===== src/rtl/simple_processor.sv =====
// simple_processor: multi-cycle 8-bit-address / 32-bit-data accumulator CPU.
// Fetches 12-bit instructions from an external registered-read ROM and
// reads/writes an external registered-read 256x32 data RAM.
// Optional feature macro: SIMPLEPROC_SHIFT_EN (builds the SHL/SHR shifter;
// when undefined, opcodes D and E behave as NOP).
module simple_processor (
    input  logic               clk,
    input  logic               rst,
    input  logic        [11:0] instr,
    output logic        [7:0]  instr_addr,
    output logic               mem_wr,
    output logic        [7:0]  mem_addr,
    input  logic signed [31:0] mem_data_in,
    output logic signed [31:0] mem_data_out
);

    typedef enum logic [2:0] {
        S_FETCH  = 3'd0,
        S_DECODE = 3'd1,
        S_MEMRD  = 3'd2,
        S_EXEC   = 3'd3,
        S_WRITE  = 3'd4,
        S_HALT   = 3'd5
    } state_t;

    localparam logic [3:0] OP_LD   = 4'h1;
    localparam logic [3:0] OP_ST   = 4'h2;
    localparam logic [3:0] OP_ADD  = 4'h3;
    localparam logic [3:0] OP_SUB  = 4'h4;
    localparam logic [3:0] OP_AND  = 4'h5;
    localparam logic [3:0] OP_OR   = 4'h6;
    localparam logic [3:0] OP_XOR  = 4'h7;
    localparam logic [3:0] OP_LDI  = 4'h8;
    localparam logic [3:0] OP_ADDI = 4'h9;
    localparam logic [3:0] OP_JMP  = 4'hA;
    localparam logic [3:0] OP_JZ   = 4'hB;
    localparam logic [3:0] OP_JN   = 4'hC;
`ifdef SIMPLEPROC_SHIFT_EN
    localparam logic [3:0] OP_SHL  = 4'hD;
    localparam logic [3:0] OP_SHR  = 4'hE;
`endif
    localparam logic [3:0] OP_HALT = 4'hF;

    state_t             state_q;
    logic        [7:0]  pc_q;
    logic signed [31:0] acc_q;
    logic        [11:0] ir_q;
    logic               mem_wr_q;

    logic        [3:0]  op_s;
    logic        [7:0]  k_s;
    logic signed [31:0] imm_s;
    logic        [7:0]  pc_inc_s;
    logic signed [31:0] acc_d;
    logic        [7:0]  pc_d;

    // Chooses the state following DECODE from the freshly fetched opcode.
    function automatic state_t decode_next(input logic [3:0] op);
        state_t nxt;
        case (op)
            OP_LD, OP_ADD, OP_SUB, OP_AND, OP_OR, OP_XOR: nxt = S_MEMRD;
            OP_ST:   nxt = S_WRITE;
            OP_HALT: nxt = S_HALT;
            default: nxt = S_EXEC;
        endcase
        return nxt;
    endfunction

    assign op_s     = ir_q[11:8];
    assign k_s      = ir_q[7:0];
    assign imm_s    = {{24{k_s[7]}}, k_s};
    assign pc_inc_s = pc_q + 8'd1;

    // EXEC-stage datapath: next accumulator and next PC for the latched instruction.
    always_comb begin
        acc_d = acc_q;
        pc_d  = pc_inc_s;
        case (op_s)
            OP_LD:   acc_d = mem_data_in;
            OP_ADD:  acc_d = acc_q + mem_data_in;
            OP_SUB:  acc_d = acc_q - mem_data_in;
            OP_AND:  acc_d = acc_q & mem_data_in;
            OP_OR:   acc_d = acc_q | mem_data_in;
            OP_XOR:  acc_d = acc_q ^ mem_data_in;
            OP_LDI:  acc_d = imm_s;
            OP_ADDI: acc_d = acc_q + imm_s;
            OP_JMP:  pc_d  = k_s;
            OP_JZ: begin
                if (acc_q == 32'sd0) begin
                    pc_d = k_s;
                end else begin
                    pc_d = pc_inc_s;
                end
            end
            OP_JN: begin
                if (acc_q[31]) begin
                    pc_d = k_s;
                end else begin
                    pc_d = pc_inc_s;
                end
            end
`ifdef SIMPLEPROC_SHIFT_EN
            OP_SHL:  acc_d = acc_q <<< 1;
            OP_SHR:  acc_d = acc_q >>> 1;
`endif
            default: begin
                acc_d = acc_q;
                pc_d  = pc_inc_s;
            end
        endcase
    end

    // Control FSM and architectural registers, with synchronous active-low reset.
    always_ff @(posedge clk) begin
        if (!rst) begin
            state_q  <= S_FETCH;
            pc_q     <= 8'd0;
            acc_q    <= 32'sd0;
            ir_q     <= 12'd0;
            mem_wr_q <= 1'b0;
        end else begin
            case (state_q)
                S_FETCH: begin
                    state_q  <= S_DECODE;
                    mem_wr_q <= 1'b0;
                end
                S_DECODE: begin
                    ir_q     <= instr;
                    state_q  <= decode_next(instr[11:8]);
                    mem_wr_q <= (instr[11:8] == OP_ST);
                end
                S_MEMRD: begin
                    state_q  <= S_EXEC;
                    mem_wr_q <= 1'b0;
                end
                S_EXEC: begin
                    acc_q    <= acc_d;
                    pc_q     <= pc_d;
                    state_q  <= S_FETCH;
                    mem_wr_q <= 1'b0;
                end
                S_WRITE: begin
                    pc_q     <= pc_inc_s;
                    state_q  <= S_FETCH;
                    mem_wr_q <= 1'b0;
                end
                S_HALT: begin
                    state_q  <= S_HALT;
                    mem_wr_q <= 1'b0;
                end
                default: begin
                    state_q  <= S_FETCH;
                    mem_wr_q <= 1'b0;
                end
            endcase
        end
    end

    // The write strobe is gated by reset so a store cycle that meets reset never lands.
    assign mem_wr       = mem_wr_q & rst;
    assign instr_addr   = pc_q;
    assign mem_addr     = ir_q[7:0];
    assign mem_data_out = acc_q;

endmodule


===== config.mk =====
export PLATFORM = sky130hd
export DESIGN_NAME = simple_processor
export DESIGN_NICKNAME = d
export VERILOG_FILES = /design/src/rtl/simple_processor.sv
export SDC_FILE = /design/constraint.sdc
export NUM_CORES = 1
export LEC_CHECK = 0
export ABC_AREA = 0
export CAP_MARGIN = 20
export CORE_MARGIN = 3
export CORE_UTILIZATION = 40
export CTS_BUF_LIST = sky130_fd_sc_hd__clkbuf_16
export DETAILED_ROUTE_END_ITERATION = 6
export SETUP_SLACK_MARGIN = 0.5
export SYNTH_ARGS = -nofsm -noshare
export SYNTH_HDL_FRONTEND = slang
export SYNTH_SLANG_ARGS = --single-unit

===== constraint.sdc =====
create_clock -name clk -period 6.2 [get_ports clk]
set_input_delay 1.24 -clock clk [delete_from_list [all_inputs] [get_ports clk]]
set_output_delay 1.24 -clock clk [all_outputs]
set_load 0.005 [all_outputs]

==> out/metrics.cfg, run 1 <==
[status]
outcome=completed

[floorplan]
floorplan.rows=49
die_area_um2=20800
core_area_um2=18300
floorplan.die.width_um=144
die-height_um=144
start_util=0.416
pin_count=95

[synth]
ys.flop_type=sky130_fd_sc_hd__dfxtp_1
netlist_instances=1040
synth_edf_count=0
post_synth_mux_area_share=0.0421
synth_top_family_by_area=compound AO/OA/AOI/OAI gates
avgSynthCellArea_um2=7.34
netlist_top_cells_count=sky130_fd_sc_hd__ha_1, sky130_fd_sc_hd__o21ai_0, sky130_fd_sc_hd__nand2_1, sky130_fd_sc_hd__inv_1, sky130_fd_sc_hd__a21oi_1
synth-simple-area-share=0.212
synth_fp_nets=1190
post-synth-top-count-cell=sky130_fd_sc_hd__ha_1
synth-compound-area-share=0.322
synthArstFlopShare=0
mappedNetlistArea_um2=7630
post-synth-top-area-fraction=0.169
netlist-cell-type-count=77
synthDominantAreaCellType=sky130_fd_sc_hd__ha_1
synthTopCellsByArea=sky130_fd_sc_hd__ha_1, sky130_fd_sc_hd__dfxtp_1, sky130_fd_sc_hd__o21ai_0
synth.yosys.warnings=0
post_synthesis_share_of_cell_area_spent_on_xor_and_xnor_gates=0.0298
post_synth_fa_ha_maj_area_fraction=0.172
synth_sequential_area_ratio=0.147
yosys_register_bits=56

[setup_path]
critical_path_peak_fanout=6
timing.rr.start=ir_q[9]
timing.critical_path.arrival_ns=5.69
crit_buf_inv=2
rrSetupSlack_ns=1.18
slowest_stage_cell_on_the_critical_path=sky130_fd_sc_hd__or4b_4
critical-path-top-delay-family=simple AND/OR/NAND/NOR gates
critPathRequiredTime_ns=6.40
r2r-end=mem_data_out[18]
end_kind=flop
crit_chain=clkdlybuf4s50_1 > nor4_4 > buf_4 > nand3_2 > or4b_4 > or3_4 > nor3_4 > and3_4 > nor3_1 > nor2_1 > o21ai_1 > ha_1 > a21o_1 > a21o_1 > a21oi_1 > a311o_1 > o2111ai_1 > nor2b_1 > o21ai_1 > o211ai_1
worstSetupPathType=input port to flop
ff2ff_path_depth=16
worstSetupStartpointType=input port
worst_path_largest_cell_delay_ns=0.56

[global_routing]
antenna_found_initial=1
global_route.overflow_total=0
grt.total_usage=0.259
grt_pass1_wl_um=43000
vias_in_the_first_global_route=7948
maximum_number_of_pins_on_one_net_before_global_route_repair=68

[timing]
clock-skew-final_ns=0.00937
max_clock_freq_mhz=182
setup_total_negative_slack_ns=0
final-setup-viol-count=0
report.final.hold_viol_count=0
worstMarginPinSlew_ns=0.962
final.min_clock_period_ns=5.48
min_period_over_period=0.885
slew_viol_final=0
slew-limit-headroom=0.359
grt_setup_unrepaired=no

[routing]
drt_wl_total_um=27000
vias=8219
avgViaCountPerCell=6.17
detail_route.first_pass.iterations=5
drt-wirelength-per-cell_um=20.2
ant_nets_after_route=0
post-route-drc-count=0
drt_iter0_drcs=731

[clocking]
tritoncts.num_buffers=5
cts_tree=done
clock_sinks=56
clkSlewWorstSetupHoldPaths_ns=0.09
worst_skew_pair.late_latency_ns=0.31
h-tree-depth=2
cts_buffer_depth=2
clock_root_buffer=sky130_fd_sc_hd__clkbuf_16

[place]
dp_cells=1322
globalplace.congestion=0.927
io_buffers=94
post-dp-hpwl_um=19200

[pwr]
vdd_drop_max_v=0.000108
power_density_nw_per_um2=138
power.static_leakage_nw=3.49

[run]
max_cap_viol_count=0

[worst_hold_path]
hold-path-cell-count=1
worst_hold_path_type=flop to flop
timing.hold.worst_endpoint=state_q[2]
hold_path.startpoint=state_q[0]

[layout]
count_of_non_filler_cells_in_the_finished_layout=1332
nets=1251
areaGrowthSynthToFinish_pct=17.8
post_route_cells_drive_above_1_share=0.0572
fill_cells=1856

## metal layers
metal	global-route usage	part of all wire	vias up
met5	0	0	-
met3	0.0413	0.067	63
met4	0.0937	0.032	0
met2	0.406	0.44	292
met1	0.360	0.46	3897
li1	-	-	3967
## area by class of cell
| cell class | count | area (um^2) | share of cell area |
|---|---|---|---|
| inverter | 77 | 289 | 0.0321 |
| antenna | 1 | 2.50 | 0.000278 |
| clock inverter | 3 | 25.0 | 0.00278 |
| timing repair buffer | 121 | 1150 | 0.128 |
| clock buffer | 5 | 125 | 0.0139 |
| multi-input combinational | 840 | 5990 | 0.666 |
| sequential | 56 | 1120 | 0.125 |
| tap | 229 | 287 | 0.0319 |
## per-stage QoR
stage	instance area, um^2	util	setup WS (ns)	hold slack, ns	total power, W
after floorplan	7630	-	1.36	0.474	0.000726
after CTS	8940	0.488	0.553	0.526	0.00125
after global routing	8990	0.490	0.502	0.564	0.00132
final	8990	0.491	0.716	0.526	0.00124
after global placement	8790	0.479	0.379	0.507	0.000920
after detailed placement	8790	0.479	0.228	0.498	0.000922
## cells in the final DEF, fill, tap and decap left out, types with 14 or more instances in the layout
| master | n |
|---|---|
| sky130_fd_sc_hd__a21boi_0 | 27 |
| sky130_fd_sc_hd__a21o_1 | 17 |
| sky130_fd_sc_hd__a21oi_1 | 65 |
| sky130_fd_sc_hd__buf_4 | 27 |
| sky130_fd_sc_hd__clkdlybuf4s50_1 | 87 |
| sky130_fd_sc_hd__dfxtp_1 | 55 |
| sky130_fd_sc_hd__ha_1 | 103 |
| sky130_fd_sc_hd__inv_1 | 77 |
| sky130_fd_sc_hd__mux2i_1 | 31 |
| sky130_fd_sc_hd__nand2_1 | 89 |
| sky130_fd_sc_hd__nand2b_1 | 14 |
| sky130_fd_sc_hd__nand3_1 | 30 |
| sky130_fd_sc_hd__nor2_1 | 63 |
| sky130_fd_sc_hd__nor3_1 | 27 |
| sky130_fd_sc_hd__nor4_1 | 15 |
| sky130_fd_sc_hd__o211ai_1 | 27 |
| sky130_fd_sc_hd__o21ai_0 | 93 |
| sky130_fd_sc_hd__o221ai_1 | 20 |
| sky130_fd_sc_hd__o22a_1 | 26 |
| sky130_fd_sc_hd__or3_1 | 16 |
| sky130_fd_sc_hd__xor2_1 | 16 |
## cell families after synthesis
family,Yosys count
DFF,56
buffers and inverters,144
xor gates and xnor gates,26
adders and majority gates,104
AOI/OAI and AO/OA,362
muxes,32
and+or+nand+nor,316
## where the power goes
group          leakage (nW)  internal (W)  total [W]  switching [W]
logic                  2.97      0.000207   0.000509       0.000301
registers             0.455      0.000377   0.000415      0.0000383
clock network        0.0708      0.000154   0.000321       0.000167
total                  3.49      0.000738    0.00124       0.000506
## registers in the layout (all words and copies together), names as in the netlist
register      count
instr_addr        8
mem_data_out     32
ir_q             12
state_q           3
mem_wr_q          1
## worst max path at each step
stage              startpoint               end  slack [ns]  cells past startpoint
6_report       mem_data_in[3]  mem_data_out[31]        0.72                     20
5_1_grt        mem_data_in[3]  mem_data_out[31]        0.50                     20
4_1_cts        mem_data_in[3]  mem_data_out[31]        0.55                     19
3_5_place_dp   mem_data_in[3]  mem_data_out[31]        0.23                     19
3_3_place_gp   mem_data_in[8]  mem_data_out[31]        0.38                     19
2_1_floorplan  mem_data_in[7]  mem_data_out[31]        1.36                     16
## what timing repair did
item / 4_1_cts / 5_1_grt
hold buffers: 0 / 0
setup buffers: 0 / 1
endpoints found under the setup margin: 0 / 11
resized for setup: 0 / 10
(Power assumes the default switching activity.)
==> inputs of run 2 (changes only) <==
- PLACE_DENSITY: default -> 0.72
- SKIP_CTS_REPAIR_TIMING: default -> 1
==> run 2 against run 1 <==
Effect of this change:
- worst hold slack worse by 0.0097 ns
- design area hardly changed
- core utilization hardly changed
- combinational power hardly changed
- power hardly changed
- via count is 1.8% higher
- count of clock-buffer cells in the layout stayed put
- routed wire length is 2.4% lower
- largest cell class unchanged
- highest routed layer unchanged
==> out/metrics.cfg, run 2 (synthesis gave the netlist of run 1 again) <==
[global_routing]
antenna_found_initial=0
vias_in_the_first_global_route=7929
maximum_number_of_pins_on_one_net_before_global_route_repair=68
grt_pass1_wl_um=41800
global_route.overflow_total=0
grt.total_usage=0.250

[setup_path]
crit_buf_inv=1
worstSetupStartpointType=input port
critical-path-top-delay-family=simple AND/OR/NAND/NOR gates
timing.critical_path.arrival_ns=5.63
worst_path_largest_cell_delay_ns=0.54
end_kind=flop
critPathRequiredTime_ns=6.40
crit_chain=clkdlybuf4s50_1 > nor4_4 > nand3_2 > or4b_4 > or3_4 > nor3_4 > and3_4 > nor3_1 > nor2_1 > o21ai_1 > ha_1 > a21o_1 > a21o_1 > a21oi_1 > a311o_1 > o2111ai_1 > nor2b_1 > o21ai_1 > o211ai_1
worstSetupPathType=input port to flop
slowest_stage_cell_on_the_critical_path=sky130_fd_sc_hd__or4b_4
critical_path_peak_fanout=6

[run]
max_cap_viol_count=0

[layout]
layout.cells.most_common=sky130_fd_sc_hd__ha_1
sequential_cell_area_um2=1120
antennaDiodeCount=0
fill_cells=1830
post_route_cells_drive_above_1_share=0.0571
multi_input_area_um2=5980
largest_register_ff_count=32
count_of_non_filler_cells_in_the_finished_layout=1332
layout_common_cells=sky130_fd_sc_hd__ha_1, sky130_fd_sc_hd__o21ai_0, sky130_fd_sc_hd__nand2_1, sky130_fd_sc_hd__clkdlybuf4s50_1, sky130_fd_sc_hd__inv_1
nets=1252
areaGrowthSynthToFinish_pct=17.8

[pwr]
power.static_leakage_nw=3.48
power_density_nw_per_um2=138
vdd_drop_max_v=0.000101

[timing]
max_clock_freq_mhz=184
worstMarginPinSlew_ns=0.885
grt_setup_unrepaired=no
clock-skew-final_ns=0.00841
slew_viol_final=0
report.final.hold_viol_count=0
slew-limit-headroom=0.408
final.min_clock_period_ns=5.43
final-setup-viol-count=0
setup_total_negative_slack_ns=0
min_period_over_period=0.876

[floorplan]
floorplan.die.width_um=144
die_area_um2=20800
pin_count=95
core_area_um2=18300
floorplan.rows=49
start_util=0.416
die-height_um=144

[place]
dp_cells=1323
io_buffers=94
globalplace.congestion=0.946
post-dp-hpwl_um=18700

[routing]
vias=8369
avgViaCountPerCell=6.28
drt_wl_total_um=26300
drt_iter0_drcs=837
detail_route.first_pass.iterations=5
ant_nets_after_route=0
post-route-drc-count=0
drt-wirelength-per-cell_um=19.8

[clocking]
cts_buffer_depth=2
cts_tree=done
tritoncts.num_buffers=5
h-tree-depth=2
clkSlewWorstSetupHoldPaths_ns=0.09
clock_sinks=56
clock_root_buffer=sky130_fd_sc_hd__clkbuf_16
worst_skew_pair.late_latency_ns=0.32

[worst_hold_path]
worst_hold_path_type=flop to flop

[status]
outcome=completed

==> run 2: changes by cell type in the layout (fill, tap and decap cells not counted), sizes merged <==
cell,delta
clkdlybuf4s50,+2
clkinv,+2
dlymetal6s2s,-2
buf,+1
clkinvlp,-1
diode,-1
inv,-1
==> run 2: cell type report <==
cell class | count | area share
inverters | 77 | 0.0322
repair buffers | 122 | 0.129
well taps | 229 | 0.0319
clock buffers | 5 | 0.0139
clock inverters | 3 | 0.00251
flip-flops and latches | 56 | 0.125
multi-input cells | 840 | 0.666
==> run 2: path summary, 6_finish.rpt <==
kind                   from  slack [ns]                to  cells past startpoint
max          mem_data_in[3]        0.77  mem_data_out[31]                     19
min              state_q[0]        0.52        state_q[2]                      1
max reg2reg        ir_q[11]        1.42  mem_data_out[31]                     15
min reg2reg      state_q[0]        0.52        state_q[2]                      1
==> run 2: stage by stage <==
| step | power (W) | util | hold slack [ns] | instance area (um^2) | setup WS, ns |
|---|---|---|---|---|---|
| floorplan | 0.000726 | - | 0.474 | 7630 | 1.36 |
| global route | 0.00131 | 0.490 | 0.541 | 8990 | 0.500 |
| detailed placement | 0.000920 | 0.480 | 0.501 | 8790 | 0.371 |
| CTS | 0.00124 | 0.488 | 0.514 | 8940 | 0.671 |
| finish | 0.00124 | 0.490 | 0.517 | 8990 | 0.772 |
| global placement | 0.000914 | 0.480 | 0.504 | 8790 | 0.422 |
==> run 2: routing by layer <==
metal / vias up / GRT usage / routed length, um
met4: 0 / 0.0927 / 844
met2: 397 / 0.395 / 11700
li1: 3964 / - / -
met1: 3939 / 0.348 / 11900
met5: - / 0 / 0
met3: 69 / 0.0291 / 1870
==> run 2: power by group <==
part / switching, W / internal [W] / total, W
Sequential: 0.0000386 / 0.000377 / 0.000415
Combinational: 0.000301 / 0.000208 / 0.000508
Clock: 0.000167 / 0.000153 / 0.000320
==> inputs of run 3 (changes only) <==
- CORE_MARGIN: 3 -> 1.5
==> run 3 against run 2 <==
Effect of this change:
- design area is essentially flat
- clock skew grew 0.0047 ns
- global-route usage grew 1.4 points
- critical path type unchanged
- largest cell class unchanged
==> out/metrics.cfg, run 3 (synthesis gave the netlist of run 1 again) <==
[routing]
ant_nets_after_route=0
post-route-drc-count=0
vias=8337
drt-wirelength-per-cell_um=19.7
detail_route.first_pass.iterations=5
avgViaCountPerCell=6.25
drt_iter0_drcs=766
drt_wl_total_um=26300

[pwr]
swShare=0.411
seq_power_share=0.332
power_density_nw_per_um2=139
power.static_leakage_nw=3.47
comb_power_share=0.406
power.net_switching_w=0.000515
vdd_drop_max_v=0.000130
intPower_w=0.000738
power.clock.fraction=0.262

[global_routing]
maximum_number_of_pins_on_one_net_before_global_route_repair=42
antenna_found_initial=0
vias_in_the_first_global_route=7918
global_route.overflow_total=0
grt.total_usage=0.264
grt_pass1_wl_um=42300

[timing]
grt_setup_unrepaired=no
worstMarginPinSlew_ns=0.966
slew-limit-headroom=0.356
setup_total_negative_slack_ns=0
final_critical_path_setup_slack_ns=0.783
clock-skew-final_ns=0.0131
final.min_clock_period_ns=5.42
final-setup-viol-count=0
report.final.hold_viol_count=0
slew_viol_final=0
max_clock_freq_mhz=185
min_period_over_period=0.874

[clocking]
clock_sinks=56
h-tree-depth=2
worst_skew_pair.late_latency_ns=0.33
cts_tree=done
clock_root_buffer=sky130_fd_sc_hd__clkbuf_16
clkSlewWorstSetupHoldPaths_ns=0.09
tritoncts.num_buffers=5
cts_buffer_depth=2

[place]
place_area_um2=8780
dp_cells=1325
post-dp-hpwl_um=18600
dp_slack_ns=0.364
io_buffers=94
globalplace.congestion=0.971

[setup_path]
worstSetupPathType=input port to flop
rrSetupSlack_ns=1.16
critPathRequiredTime_ns=6.41
timing.critical_path.arrival_ns=5.63
worstSetupStartpointType=input port
end_kind=flop
critical_path_peak_fanout=6

[layout]
post_route_cells_drive_above_1_share=0.0555
nets=1248
largest_register_ff_count=32
layout.cells.most_common=sky130_fd_sc_hd__ha_1
count_of_non_filler_cells_in_the_finished_layout=1333
layout_common_cells=sky130_fd_sc_hd__ha_1, sky130_fd_sc_hd__o21ai_0, sky130_fd_sc_hd__nand2_1, sky130_fd_sc_hd__clkdlybuf4s50_1, sky130_fd_sc_hd__inv_1
final_area_um2=8980
antennaDiodeCount=0
sequential_cell_area_um2=1120
multi_input_area_um2=5990
fill_cells=1866
areaGrowthSynthToFinish_pct=17.7

[floorplan]
die_area_um2=19900
die-height_um=141
floorplan.rows=50
core_area_um2=18700
floorplan.die.width_um=141
start_util=0.408
pin_count=95

[run]
max_cap_viol_count=0

[worst_hold_path]
worst_hold_path_type=flop to flop

[status]
outcome=completed

==> run 3: final timing paths <==
path	cells past startpoint	from	endpoint
min reg2reg	1	state_q[0]	state_q[2]
max reg2reg	17	ir_q[11]	mem_data_out[28]
max	19	mem_data_in[3]	mem_data_out[31]
min	1	state_q[0]	state_q[2]
==> run 3: through the flow <==
| step | total power (W) | hold slack, ns | utilization |
|---|---|---|---|
| 2_1_floorplan | 0.000726 | 0.474 | - |
| 3_3_place_gp | 0.000915 | 0.501 | 0.469 |
| 3_5_place_dp | 0.000919 | 0.511 | 0.469 |
| 4_1_cts | 0.00124 | 0.521 | 0.478 |
| 5_1_grt | 0.00132 | 0.553 | 0.480 |
| 6_report | 0.00125 | 0.523 | 0.480 |
==> run 3: critical path: stages <==
cell	delay (ns)
sky130_fd_sc_hd__clkdlybuf4s50_1	0.54
sky130_fd_sc_hd__nor4_4	0.45
sky130_fd_sc_hd__nand3_2	0.23
sky130_fd_sc_hd__or4b_4	0.55
sky130_fd_sc_hd__or3_4	0.37
sky130_fd_sc_hd__nor3_4	0.14
sky130_fd_sc_hd__and3_4	0.23
sky130_fd_sc_hd__nor3_1	0.05
sky130_fd_sc_hd__nor2_1	0.09
sky130_fd_sc_hd__o21ai_1	0.07
sky130_fd_sc_hd__ha_1	0.35
sky130_fd_sc_hd__a21o_1	0.21
sky130_fd_sc_hd__a21o_1	0.18
sky130_fd_sc_hd__a21oi_1	0.21
sky130_fd_sc_hd__a311o_1	0.15
sky130_fd_sc_hd__o2111ai_1	0.16
sky130_fd_sc_hd__nor2b_1	0.18
sky130_fd_sc_hd__o21ai_1	0.12
sky130_fd_sc_hd__o211ai_1	0.10
==> run 3: power groups by stage <==
| stage | registers [W] | logic, W | clock network, W |
|---|---|---|---|
| after floorplan | 0.000404 | 0.000321 | 0 |
| after global routing | 0.000419 | 0.000559 | 0.000340 |
| after detailed placement | 0.000423 | 0.000495 | 0 |
| after CTS | 0.000415 | 0.000500 | 0.000330 |
| final | 0.000416 | 0.000509 | 0.000328 |
| after global placement | 0.000424 | 0.000491 | 0 |
==> run 3: metal layers <==
metal	up-vias	share of wire	track usage
li1	3956	-	-
met1	3999	0.46	0.363
met2	339	0.46	0.428
met3	43	0.063	0.0326
met4	0	0.020	0.0833
met5	-	0	0
==> run 3: layout make-up <==
type / instances / area share
clock buffer: 5 / 0.0139
tap: 234 / 0.0326
sequential: 56 / 0.125
inverter: 77 / 0.0322
clock inverter: 3 / 0.00307
multi-input combinational: 840 / 0.668
timing repair buffer: 118 / 0.126
